--- src/rtl/fft8_seq_pkg.sv ---
// fft8_seq_pkg: shared types, constants and helpers for the 8-point FFT sequencer
//   state_t : controller FSM encoding
//   addr_t  : 3-bit sample-RAM address
//   bitrev  : 3-bit bit-reverse used for bit-reversed load order
package fft8_seq_pkg;
  localparam int NPTS = 8;
  localparam int NSTAGES = 3;
  localparam int BF_PER_STAGE = 4;
  typedef enum logic [2:0] {S_IDLE, S_LOAD, S_STAGE, S_GAP, S_DRAIN} state_t;
  typedef logic [2:0] addr_t;
  function automatic addr_t bitrev(input addr_t a);
    return {a[0], a[1], a[2]};
  endfunction
endpackage

--- src/rtl/fft8_addr_gen.sv ---
// fft8_addr_gen: radix-2 butterfly operand addresses and twiddle index from stage and k
//   i_stage : butterfly stage 0..2
//   i_k     : butterfly index within the stage 0..3
//   o_addr_a, o_addr_b : operand addresses (b = a + 2^stage)
//   o_tw_sel           : twiddle exponent of W8
module fft8_addr_gen
  import fft8_seq_pkg::*;
(
  input  logic [1:0] i_stage,
  input  logic [1:0] i_k,
  output addr_t      o_addr_a,
  output addr_t      o_addr_b,
  output logic [1:0] o_tw_sel
);
  always_comb begin
    o_addr_a = i_stage == 2'd0 ? {i_k, 1'b0} :
               i_stage == 2'd1 ? {i_k[1], 1'b0, i_k[0]} : {1'b0, i_k};
    // bit 'stage' of addr_a is always clear, so OR is the same as adding the span
    o_addr_b = o_addr_a | (3'd1 << i_stage);
    o_tw_sel = i_stage == 2'd0 ? 2'd0 :
               i_stage == 2'd1 ? {i_k[0], 1'b0} : i_k;
  end
endmodule

--- src/rtl/fft8_seq_ctrl.sv ---
// fft8_seq_ctrl: load / 3-stage butterfly / drain sequencer for an in-place 8-point FFT
//   clk, rst (async active-low)
//   in_valid/in_ready, ld_addr          : sample load handshake and RAM write address
//   addr_a/addr_b, tw_sel, bf_en        : butterfly read issue
//   wr_en, wr_addr_a/wr_addr_b          : butterfly write-back, BF_LAT cycles after read
//   out_valid/out_ready, out_addr       : result drain handshake and RAM read address
//   busy, done                          : not-idle flag, end-of-frame pulse
//   Macro FFT8_SEQ_BITREV_EN: load addresses in bit-reversed order (else natural).
module fft8_seq_ctrl
  import fft8_seq_pkg::*;
#(
  parameter int N = 4,
  parameter int BF_LAT = 1
) (
  input  logic       clk,
  input  logic       rst,
  input  logic       in_valid,
  output logic       in_ready,
  output logic       out_valid,
  input  logic       out_ready,
  output addr_t      ld_addr,
  output addr_t      addr_a,
  output addr_t      addr_b,
  output logic [1:0] tw_sel,
  output logic       bf_en,
  output logic       wr_en,
  output addr_t      wr_addr_a,
  output addr_t      wr_addr_b,
  output addr_t      out_addr,
  output logic       busy,
  output logic       done
);
  if (BF_LAT < 1 || BF_LAT > 4 || N < 1) begin : g_bad_param
    $error("fft8_seq_ctrl: BF_LAT must be 1..4 and N >= 1");
  end
  localparam logic [1:0] GAP_LAST = 2'(BF_LAT - 1);
  state_t r_state, w_next;
  addr_t r_count;
  logic [1:0] r_stage, r_k, r_gap, w_tw;
  logic r_done, w_in_hs, w_out_hs;
  addr_t w_a, w_b;
  logic [BF_LAT-1:0] r_en;
  logic [BF_LAT-1:0][2:0] r_pa, r_pb;
  fft8_addr_gen u_addr_gen (
    .i_stage (r_stage),
    .i_k     (r_k),
    .o_addr_a(w_a),
    .o_addr_b(w_b),
    .o_tw_sel(w_tw)
  );
  always_ff @(posedge clk or negedge rst) begin
    if (!rst) r_state <= S_IDLE;
    else r_state <= w_next;
  end
  always_comb begin
    w_next = r_state;
    case (r_state)
      S_IDLE:  if (w_in_hs) w_next = S_LOAD;
      S_LOAD:  if (w_in_hs && r_count == addr_t'(NPTS - 1)) w_next = S_STAGE;
      S_STAGE: if (r_k == 2'(BF_PER_STAGE - 1)) w_next = S_GAP;
      S_GAP:   if (r_gap == GAP_LAST) w_next = r_stage == 2'(NSTAGES - 1) ? S_DRAIN : S_STAGE;
      S_DRAIN: if (w_out_hs && r_count == addr_t'(NPTS - 1)) w_next = S_IDLE;
      default: w_next = S_IDLE;
    endcase
  end
  // in_ready is gated by rst so it stays low while reset is held even though the state reads IDLE
  always_comb begin
    in_ready  = rst && (r_state == S_IDLE || r_state == S_LOAD);
    bf_en     = r_state == S_STAGE;
    out_valid = r_state == S_DRAIN;
    busy      = r_state != S_IDLE;
    done      = r_done;
    w_in_hs   = in_valid && in_ready;
    w_out_hs  = out_valid && out_ready;
`ifdef FFT8_SEQ_BITREV_EN
    ld_addr   = in_ready ? bitrev(r_count) : 3'd0;
`else
    ld_addr   = in_ready ? r_count : 3'd0;
`endif
    addr_a    = bf_en ? w_a : 3'd0;
    addr_b    = bf_en ? w_b : 3'd0;
    tw_sel    = bf_en ? w_tw : 2'd0;
    out_addr  = out_valid ? r_count : 3'd0;
    wr_en     = r_en[BF_LAT-1];
    wr_addr_a = r_pa[BF_LAT-1];
    wr_addr_b = r_pb[BF_LAT-1];
  end
  // one counter serves both load and drain; it wraps to 0 at the end of each
  always_ff @(posedge clk or negedge rst) begin
    if (!rst) begin
      {r_count, r_stage, r_k, r_gap, r_done} <= '0;
      r_en <= '0;
      r_pa <= '0;
      r_pb <= '0;
    end else begin
      r_done <= w_out_hs && r_count == addr_t'(NPTS - 1);
      if (w_in_hs || w_out_hs) r_count <= r_count + 3'd1;
      r_k <= bf_en ? r_k + 2'd1 : 2'd0;
      r_gap <= r_state == S_GAP ? r_gap + 2'd1 : 2'd0;
      if (r_state == S_GAP && r_gap == GAP_LAST)
        r_stage <= r_stage == 2'(NSTAGES - 1) ? 2'd0 : r_stage + 2'd1;
      r_en[0] <= bf_en;
      r_pa[0] <= addr_a;
      r_pb[0] <= addr_b;
      for (int i = 1; i < BF_LAT; i++) begin
        r_en[i] <= r_en[i-1];
        r_pa[i] <= r_pa[i-1];
        r_pb[i] <= r_pb[i-1];
      end
    end
  end
endmodule
--- config.mk ---
export PLATFORM = sky130hd
export DESIGN_NAME = fft8_seq_ctrl
export DESIGN_NICKNAME = d
export VERILOG_FILES = /design/src/rtl/fft8_seq_pkg.sv /design/src/rtl/fft8_addr_gen.sv /design/src/rtl/fft8_seq_ctrl.sv
export SDC_FILE = /design/constraint.sdc
export NUM_CORES = 1
export LEC_CHECK = 0
export ABC_AREA = 1
export BUFFER_PORTS_ARGS = -buffer_cell sky130_fd_sc_hd__buf_2
export CORE_ASPECT_RATIO = 1.4
export CORE_MARGIN = 2
export CORE_UTILIZATION = 53
export CTS_CLUSTER_SIZE = 25
export DETAILED_ROUTE_END_ITERATION = 12
export PLACE_DENSITY = 0.79
export SLEW_MARGIN = 30
export SYNTH_ARGS = -nofsm -noshare
export SYNTH_HDL_FRONTEND = slang
export SYNTH_SLANG_ARGS = --single-unit
--- constraint.sdc ---
create_clock -name clk -period 3.7 [get_ports clk]
set_input_delay 0.555 -clock clk [delete_from_list [all_inputs] [get_ports clk]]
set_output_delay 0.555 -clock clk [all_outputs]
set_load 0.005 [all_outputs]
# After elaboration in Yosys (flattened, before gate mapping)
# Cells that the tools add are included.
# W data, S select, Z words.
# totals
reg_bits	20
output_inout_bits	26
input_bits	4
wordCells	60
# classes
reduce_logical	13
addsub	4
shift	1
n_eq_ne	13
mux	19
bitwise	1
# op_table
operator	count
$mux W3	12
$pmux W3 S5	1
$mux W2	6
$add A2 B1 Y2 const B	3
$eq A3 B2 Y1 const B	2
$eq A3 B3 Y1 const B	2
$logic_and A1 B1 Y1	6
$ne A2 B2 Y1 const B	3
$reduce_and A5 Y1	1
$eq A2 B2 Y1 const B	2
$logic_not A2 Y1	2
$ne A2 B1 Y1 const B	2
$add A3 B1 Y3 const B	1
$eq A3 B1 Y1 const B	1
$logic_not A3 Y1	1
$or A3 B3 Y3	1
$reduce_bool A3 Y1	1
$shl A1 B2 Y3 const A	1
$eq A2 B1 Y1 const B	1
$logic_or A1 B1 Y1	2

# Logic depth before layout (Yosys ltp)
# Gate-level depths: netlist (run 1).
# logic_depth
word_depth	7
depth_mapped	8
mapped_depth_nobuf	8

# By module
# A second synthesis (run 1) with hierarchy kept.
# hier_totals
cells_unflattened	137
area_unflattened_um2	1064.8
# modules_own_cells
mod	n_inst	seq_area_each_um2	cells_per_inst	area_each_um2
fft8_seq_ctrl	1	500.5	117	982.2
fft8_addr_gen	1	0.0	20	82.6

# Worst setup path before layout (run 1)
# No wires, ideal clock.
# synth_path
path_kind	reg2out
startpoint	reg r_state[2]
endpoint	out addr_a[0]
setup_slack_ps	2147
arrival_time_ps	998
path_buffers	0
required_ps	3145
stages_incl_launch_ff	6
path_cell_list	dfrtp_1 -> nor2_2 -> nand2_2 -> inv_2 -> nand2_1 -> nor2_1
# synth_between
elab_chain_len	2
# synth_rtl
element	line	text
start, declared	fft8_seq_ctrl.sv:37	state_t r_state, w_next;
start signal, assigned	fft8_seq_ctrl.sv:53	else r_state <= w_next;
$eq A3 B2 Y1	fft8_seq_ctrl.sv:69	bf_en = r_state == S_STAGE;
net bf_en	fft8_seq_ctrl.sv:25	output logic bf_en,
$mux W3	fft8_seq_ctrl.sv:80	addr_a = bf_en ? w_a : 3'd0;
end, declared	fft8_seq_ctrl.sv:22	output addr_t addr_a,
# The timed path passes the listed nets, and every way through them passes these cells.

# Worst setup path in the final report (run 1)
# layout_path
startpoint	reg r_state[2]
endpoint	out addr_b[0]
# layout_between
elab_chain_len	2
# layout_rtl
element	line	text
$eq A3 B2 Y1	fft8_seq_ctrl.sv:69	
$mux W3	fft8_seq_ctrl.sv:81	addr_b = bf_en ? w_b : 3'd0;
end, declared	fft8_seq_ctrl.sv:23	output addr_t addr_b,
# No other way between the ends.

==> results of run 1 <==
==> registers in the layout (all words and copies together) (netlist names) <==
signal / count
r_count: 3
wr_en: 1
done: 1
r_stage: 2
r_gap: 2
r_state: 3
wr_addr_a: 3
wr_addr_b: 3
r_k: 2
==> cells in the mapped netlist, drive strengths merged <==
cell    number  area (um^2)
xor2         1         16.3
ha           4         50.1
nor2        24          103
a21boi       2         15.0
dfrtp       20          500
nand4        4         25.0
buf          1         11.3
nand2       24          105
a21oi        3         15.0
nand3        1         5.00
o21ai        6         30.0
inv         23         86.3
o22ai        1         6.26
nor3         2         15.0
==> worst paths after layout <==
check	slack, ps	end	cells past startpoint	startpoint
setup / recovery	1540	addr_b[0]	6	r_state[2]
max in group asynchronous	3210	r_gap[0]	1	rst
hold / removal	180	r_count[0]	1	rst
hold reg to reg	430	r_gap[0]	1	r_gap[0]
setup reg to reg	2300	r_state[1]	6	r_count[0]
min in group clk	430	r_gap[0]	1	r_gap[0]
==> metal layers <==
layer  global-route usage [%]  part of all wire (%)  vias to the layer above
met1                     21.8                    39                      380
met2                     32.3                    52                       28
li1                         -                     -                      419
met4                     12.2                   3.5                        0
met5                        0                     0                        -
met3                     3.60                   5.3                        7
==> area by class of cell <==
class,instances,area (um^2),area share (%)
timing repair buffer,29,145,12.1
sequential,20,500,41.9
clock inverter,1,30.0,2.51
tap,20,25.0,2.09
multi-input combinational,72,385,32.3
clock buffer,3,22.5,1.88
inverter,23,86.3,7.23
==> worst register-to-register path: stages, from the launching register on <==
cell and delay, ps:
dfrtp_1 430, ha_1 190, ha_1 180, inv_1 60, o21ai_1 240, nand4_1 160, nand2_1 80
==> kinds of logic (layout without fill, tap and decap cells) <==
kind of cell | count (synthesis) | in the layout | synth area share (%)
xor+xnor | 1 | 1 | 1.65
compound gates | 12 | 12 | 6.74
flops | 20 | 20 | 50.9
buf+inv | 24 | 56 | 9.92
simple gates | 55 | 55 | 25.7
fa+ha+maj | 4 | 4 | 5.09
==> power groups by stage <==
stage / sequential, uW / clock, uW / combinational, uW
after floorplan: 346 / 0 / 297
after global placement: 359 / 0 / 393
after detailed placement: 361 / 0 / 407
after CTS: 356 / 181 / 415
after global routing: 365 / 193 / 478
final: 358 / 177 / 412
==> metrics by stage <==
stage	setup WS [ps]	hold slack, ps
final	1540	178
after global routing	1330	196
after CTS	1520	191
after detailed placement	1520	419
after global placement	1580	413
after floorplan	2150	259
==> flow_metrics.env, run 1 <==
export IMPL_status="finished clean"
export IMPL_track_usage_pct=19.3
export IMPL_power_frac_clock_pct=18.7
export IMPL_rows=18
export IMPL_synth_distinct_cells=21
export IMPL_finalHoldViolCount=0
export IMPL_dieArea_mm2=0.00222
export IMPL_drc=0
export IMPL_drv_cap=0
export IMPL_yosysSeqAreaShare_pct=50.9
export IMPL_ir_worst_vdd_mv=0.460
export IMPL_critical_path_max_stage_delay_ps=460
export IMPL_n_antenna_cell=0
export IMPL_drive_above_1_share_pct=30.4
export IMPL_slew_headroom_pct=69.3
export IMPL_clkTransAtPathRegs_ps=110
export IMPL_grt_overflow=0
export IMPL_finalSetupTns_ps=0
export IMPL_core_mm2=0.00176
export IMPL_dr_first_iter_drc_count=13
export IMPL_die_width_um=40.4
export IMPL_setup_viol_count_final=0
export IMPL_final_common_cell="buf_2"
export IMPL_worst_path_max_fanout=9
export IMPL_crit_family="flip-flops"
export IMPL_die_height_um=55.0
export IMPL_finClkSkew_ps=1.25
export IMPL_finalCriticalPeriod_ps=2160
export IMPL_cts_resized=0
export IMPL_dp_hpwl_um=1430
export IMPL_final_area_mm2=0.00119
export IMPL_grt_start_max_net_pins=23
export IMPL_fin_crit_sh_pct=58.4
export IMPL_seq_power_share_pct=37.8
export IMPL_worst_pin_slew_ps=460
export IMPL_cts_hold_repair_buffers=0
export IMPL_syn_inst=116
export IMPL_cp_arrival_ps=1610
export IMPL_most_common_layout_cells="buf_2, nor2_1, inv_1, nand2_1, dfrtp_1"
export IMPL_wl_um=1880
export IMPL_required_ps=3140
export IMPL_grt_pass1_wl_um=2790
export IMPL_io_pins=30
export IMPL_dpl_cell_area_mm2=0.00114
export IMPL_p_int_uw=565
export IMPL_avgSynthCellArea_um2=8.48
export IMPL_ant_nets=0
export IMPL_ys_seq_elements=20
export IMPL_path_buf_inv=2
export IMPL_start_kind="register"
export IMPL_antenna_found_initial=0
export IMPL_drt_pass1_iter_count=4
export IMPL_path_cells="nor2_2 > nand2_2 > inv_2 > nand2_1 > o21ai_1 > buf_2"
export IMPL_cts_path_max_buffers=2
export IMPL_nFillCells=150
export IMPL_cts_root_buffer="clkbuf_4"
export IMPL_rsz0062_at_grt="false"
export IMPL_drt_wirelength_per_cell_um=11.2
export IMPL_syn_num_nets=124
export IMPL_initial_utilization_pct=56.0
export IMPL_p_sw_share_pct=40.4
export IMPL_grt_pass1_vias=699
export IMPL_avgViaCountPerCell=4.96
export IMPL_layoutNonFillerInstCount=168
export IMPL_path_class="register to primary output"
export IMPL_power_frac_comb_pct=43.5
export IMPL_endpoint_kind="primary output"
export IMPL_p_switching_uw=382
export IMPL_routabilityCongestion=0.844
export IMPL_portBuffers=29
export IMPL_final_core_util_pct=68.0
export IMPL_power_uw=947
export IMPL_dr_total_vias=834
export IMPL_crit_slowest_cell="dfrtp_1"
export IMPL_drv_slew=0
export IMPL_leakagePower_uw=0.000690
export IMPL_nNetsFinal=157
export IMPL_numCtsBuffers=3
export IMPL_hold_path_class="input pin to async pin"
export IMPL_area_growth_syn_to_layout_pct=21.5
export IMPL_h_tree_depth=1
export IMPL_clk_latency_ps=310
export IMPL_power_density_mw_per_mm2=792
export IMPL_cts_setup_buffers=0
export IMPL_dp_cells=164
export IMPL_syn_area_um2=983
export IMPL_yosysWarnings=0
export IMPL_cts_tree="done"
export IMPL_cts_sinks=20
export IMPL_clock_fmax_mhz=463
(Power assumes the default switching activity.)
==> inputs of run 2 (changes only) <==
Settings changed: ABC_AREA 1 to 0, CORE_UTILIZATION 53 to 44, PLACE_DENSITY 0.79 to 0.7.
Clock period 3.7 ns to 1.75 ns, I/O delays scaled along.
==> flow_metrics.env, run 2 <==
export IMPL_status="finished clean"
export IMPL_rrSetupSlack_ps=350
export IMPL_dieArea_mm2=0.00267
export IMPL_required_ps=1490
export IMPL_grt_start_max_net_pins=18
export IMPL_slew_headroom_pct=72.6
export IMPL_yosysWarnings=0
export IMPL_layoutNonFillerInstCount=148
export IMPL_hp_start="out_ready"
export IMPL_area_growth_syn_to_layout_pct=26.8
export IMPL_synth_async_reset_ratio_pct=100
export IMPL_power_uw=2130
export IMPL_hold_path_class="input pin to register"
export IMPL_grt_pass1_vias=744
export IMPL_nNetsFinal=135
export IMPL_synth_distinct_cells=33
export IMPL_syn_inst=90
export IMPL_die_height_um=60.3
export IMPL_finalHoldViolCount=0
export IMPL_h_tree_depth=1
export IMPL_cts_path_max_buffers=2
export IMPL_clkTransAtPathRegs_ps=110
export IMPL_leakagePower_uw=0.000693
export IMPL_path_class="register to primary output"
export IMPL_initial_utilization_pct=46.3
export IMPL_ys_seq_elements=20
export IMPL_drc=0
export IMPL_dp_cells=141
export IMPL_grt_use_met3_pct=1.81
export IMPL_antenna_found_initial=0
export IMPL_ir_worst_vdd_mv=0.963
export IMPL_dr_total_vias=788
export IMPL_cts_root_buffer="clkbuf_4"
export IMPL_clock_fmax_mhz=597
export IMPL_syn_area_um2=996
export IMPL_r2r_end="r_count[1]"
export IMPL_r2r_start="r_state[1]"
export IMPL_drv_cap=0
export IMPL_finalCriticalPeriod_ps=1670
export IMPL_cts_tree="done"
export IMPL_worst_pin_slew_ps=409
export IMPL_avgSynthCellArea_um2=11.1
export IMPL_synth_edff_count=0
export IMPL_yosysMostFrequentCell="dfrtp_1"
export IMPL_yosysSeqAreaShare_pct=50.3
export IMPL_syn_num_nets=98
export IMPL_final_core_util_pct=58.7
export IMPL_synth_largest_area_cell="dfrtp_1"
export IMPL_track_usage_pct=17.3
export IMPL_clk_latency_ps=290
export IMPL_grt_overflow=0
export IMPL_drt_wirelength_per_cell_um=13.4
export IMPL_finClkSkew_ps=6.64
export IMPL_avgViaCountPerCell=5.32
export IMPL_critical_path_max_stage_delay_ps=390
export IMPL_grt_util_met1_pct=19.0
export IMPL_dpl_cell_area_mm2=0.00117
export IMPL_numCtsBuffers=3
export IMPL_final_area_mm2=0.00126
export IMPL_path_cells="and2b_4 > nand2b_4 > inv_2 > and3_1 > buf_2"
export IMPL_crit_slowest_cell="dfrtp_1"
export IMPL_hold_path_depth=3
export IMPL_rsz0062_at_grt="true"
export IMPL_worst_path_max_fanout=9
export IMPL_most_common_layout_cells="buf_2, dfrtp_1, and3_1"
export IMPL_die_width_um=44.2
export IMPL_nFillCells=192
export IMPL_start_kind="register"
export IMPL_reg2reg_depth=4
export IMPL_core_mm2=0.00215
export IMPL_io_pins=30
export IMPL_synth_common_cells="dfrtp_1, and3_1, nand2_1, nor2_1, a21oi_1"
export IMPL_cts_sinks=20
export IMPL_met2_usage_pct=32.6
export IMPL_ys_flop_type="dfrtp_1"
export IMPL_portBuffers=29
export IMPL_drv_slew=0
export IMPL_n_antenna_cell=0
export IMPL_endpoint_kind="primary output"
export IMPL_rows=20
export IMPL_final_common_cell="buf_2"
export IMPL_grt_busiest_layer="met2"
export IMPL_min_to="r_state[2]"
export IMPL_synthTopCellsByArea="dfrtp_1, and3_1, ha_1"
export IMPL_routabilityCongestion=0.777
export IMPL_fin_crit_sh_pct=95.7
export IMPL_cp_arrival_ps=1410
export IMPL_grt_pass1_wl_um=3310
export IMPL_drive_above_1_share_pct=40.5
export IMPL_synth_top_area_share_pct=50.3
export IMPL_drt_pass1_iter_count=4
export IMPL_setup_viol_count_final=0
export IMPL_dp_hpwl_um=1520
export IMPL_dr_first_iter_drc_count=21
export IMPL_wl_um=1980
export IMPL_power_density_mw_per_mm2=1680
export IMPL_ant_nets=0
## run 2: cell count changes after synthesis, moves of 10 or more
cell     change
nor2_1      -15
inv_1       -17
nand2_1     -14
and3_1      +10
## run 2: worst max-delay path, delay by kind of cell (launching register included)
kind                   cells  cell delay, ps
buffers and inverters      2             190
DFF                        1             390
and+or+nand+nor            3             540
## run 2: routing by layer
metal | wire length, um | vias up
met1 | 778 | 383
met3 | 77 | 2
met2 | 1110 | 20
met4 | 16 | 0
li1 | - | 383
met5 | 0 | -
## run 2: area by class of cell
| class | count | area, um^2 | share of cell area (%) |
|---|---|---|---|
| flip-flops and latches | 20 | 500 | 39.6 |
| multi-input cells | 62 | 477 | 37.8 |
| repair buffers | 36 | 206 | 16.4 |
| clock buffers | 4 | 36.3 | 2.87 |
| well taps | 22 | 27.5 | 2.18 |
| inverters | 4 | 15.0 | 1.19 |
## run 2: worst max path at each step
| stage | start | endpoint |
|---|---|---|
| final | r_state[2] | tw_sel[0] |
| after global routing | r_state[2] | addr_b[1] |
| after CTS | r_state[1] | ld_addr[1] |
| after detailed placement | r_state[2] | addr_a[1] |
| after global placement | r_state[2] | addr_a[0] |
| after floorplan | r_state[2] | tw_sel[0] |
## run 2: cells by family after synthesis
| kind of cell | Yosys count | share of synthesized area (%) |
|---|---|---|
| AO/OA/AOI/OAI | 11 | 8.67 |
| XOR/XNOR | 1 | 0.880 |
| adder cells (fa/ha/maj) | 4 | 5.03 |
| buffers and inverters | 8 | 4.02 |
| flip-flops | 20 | 50.3 |
| multiplexers | 5 | 6.28 |
| AND/OR/NAND/NOR | 41 | 24.9 |
## run 2: repair_timing
action	CTS	global route
buffers inserted	0	1
hold buffers	2	0
endpoints found under the setup margin	8	8
resized for setup	4	3
endpoints found under the hold margin	9	0
## run 2: metrics by stage
stage	setup TNS, ps	setup slack, ps	hold slack, ps
finish	0	75.2	313
global route	-19.0	-10.8	347
CTS	0	4.82	307
detailed placement	0	225	144
global placement	0	290	135
floorplan	0	442	-33.1
## run 2: power by group
group	switching [uW]	leakage, uW	internal, uW	total, uW
registers	166	0.000250	649	815
logic	523	0.000422	529	1050
clock network	132	0.0000210	127	258
total	821	0.000693	1300	2130
